[src/rtl/cpu_types_pkg.sv]
// Shared CPU memory-side types: RAM handshake state, word type and the
// arbiter grant state.
package cpu_types_pkg;
  localparam int CPU_WORD_W = 32;
  localparam int ARB_CNT_W  = 4;

  typedef logic [CPU_WORD_W-1:0] word_t;

  typedef enum logic [1:0] {
    FREE   = 2'd0,
    BUSY   = 2'd1,
    ACCESS = 2'd2,
    ERROR  = 2'd3
  } ramstate_t;

  typedef enum logic [1:0] {
    IDLE = 2'd0,
    IGNT = 2'd1,
    DGNT = 2'd2
  } arbstate_t;
endpackage

[src/rtl/mem_arbiter_if.sv]
// Cache-pair and RAM-port signals around the memory arbiter.
// master = arbiter side, slave = caches plus RAM model.
interface mem_arbiter_if import cpu_types_pkg::*; #(parameter int WORD_W = 32) ();
  logic              iREN;
  logic [WORD_W-1:0] iaddr;
  logic              iwait;
  logic [WORD_W-1:0] iload;
  logic              dREN;
  logic              dWEN;
  logic [WORD_W-1:0] daddr;
  logic [WORD_W-1:0] dstore;
  logic              dwait;
  logic [WORD_W-1:0] dload;
  logic              ramREN;
  logic              ramWEN;
  logic [WORD_W-1:0] ramaddr;
  logic [WORD_W-1:0] ramstore;
  logic [WORD_W-1:0] ramload;
  ramstate_t         ramstate;

  modport master (
    input  iREN, iaddr, dREN, dWEN, daddr, dstore, ramload, ramstate,
    output iwait, iload, dwait, dload, ramREN, ramWEN, ramaddr, ramstore
  );
  modport slave (
    output iREN, iaddr, dREN, dWEN, daddr, dstore, ramload, ramstate,
    input  iwait, iload, dwait, dload, ramREN, ramWEN, ramaddr, ramstore
  );
endinterface

[src/rtl/mem_arb_pick.sv]
// Arbitration choice: dcache wins unless it has used up its quota while
// the icache is waiting.
module mem_arb_pick import cpu_types_pkg::*; #(
  parameter int DPRIO_MAX = 4
) (
  input  logic                 iren,
  input  logic                 dreq,
  input  logic [ARB_CNT_W-1:0] cnt,
  output arbstate_t            pick
);
  always_comb begin
    if (dreq && ((cnt < ARB_CNT_W'(DPRIO_MAX)) || !iren)) pick = DGNT;
    else if (iren)                                       pick = IGNT;
    else                                                 pick = IDLE;
  end
endmodule

[src/rtl/mem_arbiter.sv]
// Shares one RAM port between icache fills and dcache reads/writes.
// Optional ARB_PERF_CNT_EN adds completion and stall counters.
module mem_arbiter import cpu_types_pkg::*; #(
  parameter int WORD_W    = 32,
  parameter int DPRIO_MAX = 4
) (
  input  logic CLK,
  input  logic nRST,
  mem_arbiter_if.master bus
`ifdef ARB_PERF_CNT_EN
  ,
  output logic [31:0] icnt,
  output logic [31:0] dcnt,
  output logic [31:0] stallcnt
`endif
);
  arbstate_t            state, state_nxt, pick_cur, pick_upd;
  logic [ARB_CNT_W-1:0] cnt, cnt_nxt;
  logic                 dreq, done, iwait_c, dwait_c;
  logic                 ren_c, wen_c;
  logic [WORD_W-1:0]    addr_c, store_c;

  assign dreq = bus.dREN | bus.dWEN;
  assign done = (bus.ramstate == ACCESS) && (state != IDLE);

  // Starvation count as it will be after this cycle; completion arbitration uses it.
  always_comb begin
    cnt_nxt = cnt;
    if (done && state == IGNT) cnt_nxt = '0;
    else if (done && state == DGNT) begin
      if (!bus.iREN)                          cnt_nxt = '0;
      else if (cnt >= ARB_CNT_W'(DPRIO_MAX))  cnt_nxt = ARB_CNT_W'(DPRIO_MAX);
      else                                    cnt_nxt = cnt + 1'b1;
    end
  end

  mem_arb_pick #(.DPRIO_MAX(DPRIO_MAX)) u_pick_cur (
    .iren(bus.iREN), .dreq(dreq), .cnt(cnt),     .pick(pick_cur));
  mem_arb_pick #(.DPRIO_MAX(DPRIO_MAX)) u_pick_upd (
    .iren(bus.iREN), .dreq(dreq), .cnt(cnt_nxt), .pick(pick_upd));

  always_ff @(posedge CLK or negedge nRST) begin
    if (!nRST) begin
      state <= IDLE;
      cnt   <= '0;
    end else begin
      state <= state_nxt;
      cnt   <= cnt_nxt;
    end
  end

  always_comb begin
    state_nxt = state;
    case (state)
      IDLE:    state_nxt = pick_cur;
      IGNT:    if (done) state_nxt = pick_upd; else if (!bus.iREN) state_nxt = pick_cur;
      DGNT:    if (done) state_nxt = pick_upd; else if (!dreq)     state_nxt = pick_cur;
      default: state_nxt = IDLE;
    endcase
  end

  // RAM controls follow the granted requester combinationally, so an abort
  // drops the enables in the same cycle and reset clears them asynchronously.
  always_comb begin
    ren_c   = 1'b0;
    wen_c   = 1'b0;
    addr_c  = '0;
    store_c = '0;
    iwait_c = 1'b1;
    dwait_c = 1'b1;
    case (state)
      IGNT: begin
        ren_c   = bus.iREN;
        addr_c  = bus.iaddr;
        iwait_c = !(bus.ramstate == ACCESS);
      end
      DGNT: begin
        wen_c   = bus.dWEN;
        ren_c   = bus.dREN & !bus.dWEN;
        addr_c  = bus.daddr;
        store_c = bus.dstore;
        dwait_c = !(bus.ramstate == ACCESS);
      end
      default: ;
    endcase
  end

  assign bus.ramREN   = ren_c;
  assign bus.ramWEN   = wen_c;
  assign bus.ramaddr  = addr_c;
  assign bus.ramstore = store_c;
  assign bus.iwait    = iwait_c;
  assign bus.dwait    = dwait_c;
  assign bus.iload    = bus.ramload;
  assign bus.dload    = bus.ramload;

`ifdef ARB_PERF_CNT_EN
  always_ff @(posedge CLK or negedge nRST) begin
    if (!nRST) begin
      icnt     <= '0;
      dcnt     <= '0;
      stallcnt <= '0;
    end else begin
      if (done && state == IGNT) icnt <= icnt + 32'd1;
      if (done && state == DGNT) dcnt <= dcnt + 32'd1;
      if ((bus.iREN && iwait_c) || (dreq && dwait_c)) stallcnt <= stallcnt + 32'd1;
    end
  end
`endif
endmodule

[src/flat_wrapper.sv]
// flat-port wrapper written by rule: the top's interface ports become plain ports
module mem_arbiter_flat import cpu_types_pkg::*;
#(
  parameter int WORD_W    = 32,
  parameter int DPRIO_MAX = 4
)
  (CLK, nRST, bus_iREN, bus_iaddr, bus_dREN, bus_dWEN, bus_daddr, bus_dstore, bus_ramload, bus_ramstate, bus_iwait, bus_iload, bus_dwait, bus_dload, bus_ramREN, bus_ramWEN, bus_ramaddr, bus_ramstore);
  mem_arbiter_if #(.WORD_W(WORD_W)) bus_i ();
  input  logic CLK;
  input  logic nRST;
  input wire logic [$bits(bus_i.iREN)-1:0] bus_iREN;
  input wire logic [$bits(bus_i.iaddr)-1:0] bus_iaddr;
  input wire logic [$bits(bus_i.dREN)-1:0] bus_dREN;
  input wire logic [$bits(bus_i.dWEN)-1:0] bus_dWEN;
  input wire logic [$bits(bus_i.daddr)-1:0] bus_daddr;
  input wire logic [$bits(bus_i.dstore)-1:0] bus_dstore;
  input wire logic [$bits(bus_i.ramload)-1:0] bus_ramload;
  input wire logic [$bits(bus_i.ramstate)-1:0] bus_ramstate;
  output wire logic [$bits(bus_i.iwait)-1:0] bus_iwait;
  output wire logic [$bits(bus_i.iload)-1:0] bus_iload;
  output wire logic [$bits(bus_i.dwait)-1:0] bus_dwait;
  output wire logic [$bits(bus_i.dload)-1:0] bus_dload;
  output wire logic [$bits(bus_i.ramREN)-1:0] bus_ramREN;
  output wire logic [$bits(bus_i.ramWEN)-1:0] bus_ramWEN;
  output wire logic [$bits(bus_i.ramaddr)-1:0] bus_ramaddr;
  output wire logic [$bits(bus_i.ramstore)-1:0] bus_ramstore;
  assign bus_i.iREN = bus_iREN;
  assign bus_i.iaddr = bus_iaddr;
  assign bus_i.dREN = bus_dREN;
  assign bus_i.dWEN = bus_dWEN;
  assign bus_i.daddr = bus_daddr;
  assign bus_i.dstore = bus_dstore;
  assign bus_i.ramload = bus_ramload;
  assign bus_i.ramstate = bus_ramstate;
  assign bus_iwait = bus_i.iwait;
  assign bus_iload = bus_i.iload;
  assign bus_dwait = bus_i.dwait;
  assign bus_dload = bus_i.dload;
  assign bus_ramREN = bus_i.ramREN;
  assign bus_ramWEN = bus_i.ramWEN;
  assign bus_ramaddr = bus_i.ramaddr;
  assign bus_ramstore = bus_i.ramstore;
  mem_arbiter #(.WORD_W(WORD_W), .DPRIO_MAX(DPRIO_MAX)) u_core (.CLK(CLK), .nRST(nRST), .bus(bus_i));
endmodule
[config.mk]
export PLATFORM = sky130hd
export DESIGN_NAME = mem_arbiter_flat
export DESIGN_NICKNAME = d
export VERILOG_FILES = /design/src/rtl/cpu_types_pkg.sv /design/src/rtl/mem_arbiter_if.sv /design/src/rtl/mem_arb_pick.sv /design/src/rtl/mem_arbiter.sv /design/src/flat_wrapper.sv
export SDC_FILE = /design/constraint.sdc
export NUM_CORES = 1
export LEC_CHECK = 0
export CAP_MARGIN = 25
export CORE_AREA = 2 2 103 105
export DETAILED_ROUTE_END_ITERATION = 7
export DIE_AREA = 0 0 105 107
export PLACE_DENSITY = 0.65
export SETUP_SLACK_MARGIN = 0.3
export SYNTH_ARGS = -nofsm -noshare
export SYNTH_HDL_FRONTEND = slang
export SYNTH_SLANG_ARGS = --single-unit
[constraint.sdc]
create_clock -name CLK -period 1.7 [get_ports CLK]
set_input_delay 0.255 -clock CLK [delete_from_list [all_inputs] [get_ports CLK]]
set_output_delay 0.255 -clock CLK [all_outputs]
set_load 0.005 [all_outputs]
-- Word level (Yosys, flattened, before mapping)
Cells that the tools add are included.
- divide/modulo/power cells: 0
- reductions and logical operators: 13
- mux-type cells: 18
- $lt $le $gt $ge: 3
- multipliers: 0
- bitwise gates (word level): 2
- add/sub/neg operators: 1
- equal/unequal tests: 5
- shifts and indexed selects: 0
- operator list (kind ; count):
    case mux 32 bit (2 select lines) ; 1
    two-way mux 32 bit ; 1
    two-way mux 4 bit ; 4
    two-way mux 2 bit ; 6
    < comparator 4 x 3 -> 1 bit (second input constant) ; 2
    != test 3 x 2 -> 1 bit (second input constant) ; 2
    case mux 2 bit (3 select lines) ; 1
    logical AND 1 bit ; 5
    adder 4 x 1 -> 4 bit (second input constant) ; 1
    == test 2 bit (second input constant) ; 2
    greater-or-equal comparator 4 x 3 -> 1 bit (second input constant) ; 1
    two-way mux 1 bit ; 4
    logical NOT 1 bit ; 3
    == test 2 x 1 -> 1 bit (second input constant) ; 1
    logical NOT 2 bit ; 1
    logical OR 1 bit ; 2
    case mux 1 bit (2 select lines) ; 1
    AND reduction 2 bit ; 1
    nonzero test 2 bit ; 1
    bitwise AND 1 bit ; 1
    OR 1 bit ; 1
- output and inout bits: 132
- bits in latches: 0
- bits in writable memories: 0
- bits of input ports: 135
- ROM bits: 0
- register bits after elaboration: 6
- memories: 0

-- Longest topological paths before layout
- depth after elaboration: 11
- depth in mapped cells: 7
- gate-level depth less buffers: 6

-- By module
Synthesis repeated with hierarchy kept, for this count alone.
- cell total of the unflattened synthesis: 233
- area, all modules: 1700.4 um^2
- by module, submodules not included (module ; instances ; area an instance (um^2) ; cells each):
    mem_arbiter ; 1 ; 1655.3 ; 225
    mem_arb_pick ; 2 ; 22.5 ; 4

-- Worst setup path before layout
Ideal clock, no wire load.
- path type: flip-flop to flip-flop
- start point: register u_core.state[0]
- end point: register u_core.state[0]
- buffers on the path: 1
- setup time: 0.124 ns
- stages on the path, launching flop included: 8
- arrival time: 1.608 ns
- slack: -0.033 ns
- cells stage by stage: dfrtp_1 > inv_1 > ha_1 > buf_2 > and4bb_1 > a2111o_1 > a32oi_1 > o41ai_1
- cells in the longest elaborated chain, start to end: 11
- ends and longest elaborated chain (what ; RTL line ; RTL):
    start, declared ; mem_arbiter.sv:17 ; arbstate_t state, state_nxt, pick_cur, pick_upd;
    start signal, assigned ; mem_arbiter.sv:47 ; state <= state_nxt;
    nonzero test 2 bit ; mem_arbiter.sv:24 ; assign done = (bus.ramstate == ACCESS) && (state != IDLE);
    logical AND 1 bit ; mem_arbiter.sv:24 ;
    logical AND 1 bit ; mem_arbiter.sv:30 ; else if (done && state == DGNT) begin
    two-way mux 4 bit ; mem_arbiter.sv:30 ;
    two-way mux 4 bit ; mem_arbiter.sv:29 ; if (done && state == IGNT) cnt_nxt = '0;
    < comparator 4 x 3 -> 1 bit ; mem_arb_pick.sv:12 ; if (dreq && ((cnt < ARB_CNT_W'(DPRIO_MAX)) || !iren)) pick = DGNT;
    logical OR 1 bit ; mem_arb_pick.sv:12 ;
    logical AND 1 bit ; mem_arb_pick.sv:12 ;
    two-way mux 2 bit ; mem_arb_pick.sv:12 ;
    two-way mux 2 bit, on equally long branches ; mem_arbiter.sv:57, mem_arbiter.sv:56 ;
    case mux 2 bit (3 select lines) ; mem_arbiter.sv:54 ; case (state)
Parallel ways exist; a longest one is shown, timed or not.
A chain may end at the register's enable or synchronous reset.

-- Worst setup path in the final report
- start point: register u_core.state[1]
- end point: register u_core.state[0]
Same word-level chain as after synthesis.

==> flow_metrics.env <==
export IMPL_cp_slowest_stage_delay_ns=0.40
export IMPL_synth_edf_count=0
export IMPL_regToRegStartpoint="u_core.state[1]"
export IMPL_grt_max_degree=15
export IMPL_root_buffer="clkbuf_8"
export IMPL_drt_iter0_drc=65
export IMPL_cts_sinks=6
export IMPL_synth_distinct_cells=32
export IMPL_firstDrtPassIters=4
export IMPL_internal_power_w=0.004244
export IMPL_worst_slew_pin_slew_ns=0.3008
export IMPL_place_congestion=0.7778
export IMPL_overflow=0
export IMPL_post_route_period_util_pct=116.9
export IMPL_fmax_ghz=0.5033
export IMPL_power_density_nw_per_um2=1466
export IMPL_cts_hold_buf=0
export IMPL_setup_viol=70
export IMPL_skew_ns=0.0007857
export IMPL_crit_path_end_kind="flip-flop"
export IMPL_hold_slack_ns=0.2925
export IMPL_seq_area_frac_synth_pct=9.050
export IMPL_switchingPower_w=0.002114
export IMPL_synthCells=229
export IMPL_reg2reg_to="u_core.state[0]"
export IMPL_leakage_nw=1.869
export IMPL_yosys_warnings=0
export IMPL_die_w_microns=105
export IMPL_synth_area_sq_um=1659
export IMPL_crit_path_max_fanout=6
export IMPL_status="finished, violations left"
export IMPL_worstPathRequired_ns=1.79
export IMPL_slew_headroom_pct=79.69
export IMPL_nets=546
export IMPL_routed_via_density=4.146
export IMPL_antenna_cells=0
export IMPL_area_delta_synth_final_pct=161.4
export IMPL_finalCriticalPeriod_ns=1.987
export IMPL_ant_nets=0
export IMPL_h_tree_depth=1
export IMPL_synth_area_per_cell_sq_um=7.245
export IMPL_wire_per_inst_microns=16.47
export IMPL_drc_errors=0
export IMPL_io_buffer_count=170
export IMPL_ys_seq_elements=6
export IMPL_cts_tree="done"
export IMPL_hold_viol=0
export IMPL_die_area_sq_um=11240
export IMPL_design_area_sq_um=4337
export IMPL_path_class="flip-flop to flip-flop"
export IMPL_synth_flop_cell="dfrtp_1"
export IMPL_synth_net_count=369
export IMPL_grt_pass1_wl_mm=13.41
export IMPL_initial_core_util_pct=16.44
export IMPL_post_dp_cell_area_sq_um=3189
export IMPL_layout_drive_gt1_share_pct=55.94
export IMPL_grt_pass1_vias=2367
export IMPL_mostFrequentLayoutCell="clkdlybuf4s50_1"
export IMPL_slew_violations=0
export IMPL_fin_ws_ns=-0.2869
export IMPL_async_flop_share_pct=100.0
export IMPL_dpl_hpwl_mm=5.494
export IMPL_core_area_sq_um=10090
export IMPL_reg2reg_slack_ns=-0.29
export IMPL_cp_slowest_cell="dfrtp_1"
export IMPL_p_comb_share_pct=92.9
export IMPL_final_core_util_pct=42.97
export IMPL_power_w=0.006358
export IMPL_cp_arrival_ns=2.08
export IMPL_wirelength_mm=8.893
export IMPL_p_clk_share_pct=3.3
export IMPL_cts_buffer_depth=2
export IMPL_layout_common_cells="clkdlybuf4s50_1 (102), buf_6 (48), buf_2 (40), a22oi_2 (32), buf_4 (27)"
export IMPL_die_h_microns=107
export IMPL_crit_chain="buf_6, ha_4, buf_8, buf_16, and4bb_1, a2111o_1, a32oi_1, o41ai_1"
export IMPL_min_path_type="input port to asynchronous set/reset pin"
export IMPL_cts_made_buffers=3
export IMPL_via_count=2239
export IMPL_cp_start_kind="flip-flop"
export IMPL_rows=37
export IMPL_rsz0062_at_grt="true"
export IMPL_seqPwrFrac_pct=3.8
export IMPL_grt_total_usage_pct=15.02
export IMPL_failed_checks="negative setup slack"
export IMPL_switching_share_pct=33.25
export IMPL_clock_latency_ns=0.22
export IMPL_peakVddDrop_mv=0.6740
export IMPL_ios=267
export IMPL_drv_cap=0
export IMPL_antenna_found_initial=0
export IMPL_path_clk_slew_ns=0.04
export IMPL_r2r_worst_path_cells=8
export IMPL_fill_cells=979
==> power by group through the flow <==
stage | Clock, W | Sequential (W) | Combinational [W]
5_1_grt | 0.000225 | 0.000249 | 0.00628
4_1_cts | 0.000216 | 0.000239 | 0.00562
3_3_place_gp | 0 | 0.000230 | 0.00311
2_1_floorplan | 0 | 0.000228 | 0.00158
3_5_place_dp | 0 | 0.000234 | 0.00315
6_report | 0.000209 | 0.000240 | 0.00591
==> per-stage QoR <==
stage | instances | setup TNS, ns | setup slack (ns)
3_3_place_gp | 475 | -10.12 | -0.1995
5_1_grt | 540 | -17.92 | -0.3862
4_1_cts | 536 | -11.40 | -0.2758
6_report | 540 | -12.15 | -0.2869
2_1_floorplan | 229 | 0 | 0.02590
3_5_place_dp | 475 | -12.28 | -0.2358
==> flip-flops by register name (all words and copies together), names as in the netlist <==
name / count
u_core.cnt: 4
u_core.state: 2
==> final cells by class <==
type	instances	area (sq um)	area share, %
Timing Repair Buffer	251	2681	61.83
Sequential cell	6	150.1	3.462
Clock buffer	3	41.29	0.9521
Tap cell	136	170.2	3.924
Multi-Input combinational cell	139	1267	29.23
Inverter	5	26.28	0.6059
==> cells in the mapped netlist, drive strengths merged (4+ instances only) <==
| cell | instances | area share, % |
|---|---|---|
| and2 | 33 | 12 |
| clkbuf | 10 | 2.3 |
| a22oi | 32 | 14 |
| a21oi | 4 | 1.2 |
| inv | 5 | 1.1 |
| nor2b | 33 | 12 |
| ha | 5 | 3.8 |
| o21ai | 4 | 1.2 |
| nand2 | 6 | 1.4 |
| buf | 69 | 30 |
| dfrtp | 6 | 9.0 |
==> timing repair <==
item | in CTS | in global routing
hold endpoints to repair | 0 | 0
cloned | 12 | 1
endpoints found under the setup margin | 74 | 74
resized for setup | 396 | 19
pin swaps | 15 | 12
buffers inserted | 46 | 3
==> worst max-delay path, delay by kind of cell, from the launching register on <==
kind,cells,cell delay [ns]
compound gates,3,0.66
simple gates,1,0.21
buf+inv,3,0.40
flops,1,0.40
fa+ha+maj,1,0.19
==> logic make-up (layout without fill, tap and decap cells) <==
family,after synthesis,in the layout,synth area share [%]
fa+ha+maj,5,5,3.771
flops,6,6,9.050
mux,2,2,1.207
simple gates,83,83,30.92
buf+inv,84,259,33.64
compound gates,49,49,21.42
==> per-layer routing <==
layer  share of wire, %  vias up  wire, microns  GRT usage (%)
li1                   -     1072              -              -
met1                 37     1046           3290          16.17
met2                 54      109           4774          29.22
met3                7.6       12            673          3.708
met4                1.7        0            155          3.619
met5                  0        -              0              0
==> worst max path at each step <==
stage / to / cells past startpoint / from
floorplan: u_core.state[0] / 7 / u_core.state[0]
CTS: u_core.state[0] / 8 / u_core.state[1]
global placement: bus_ramstore[14] / 6 / u_core.state[0]
detailed placement: bus_ramaddr[15] / 6 / u_core.state[0]
finish: u_core.state[0] / 8 / u_core.state[1]
global route: u_core.state[0] / 8 / u_core.state[1]
No activity file was read; power rests on OpenSTA's default activity.
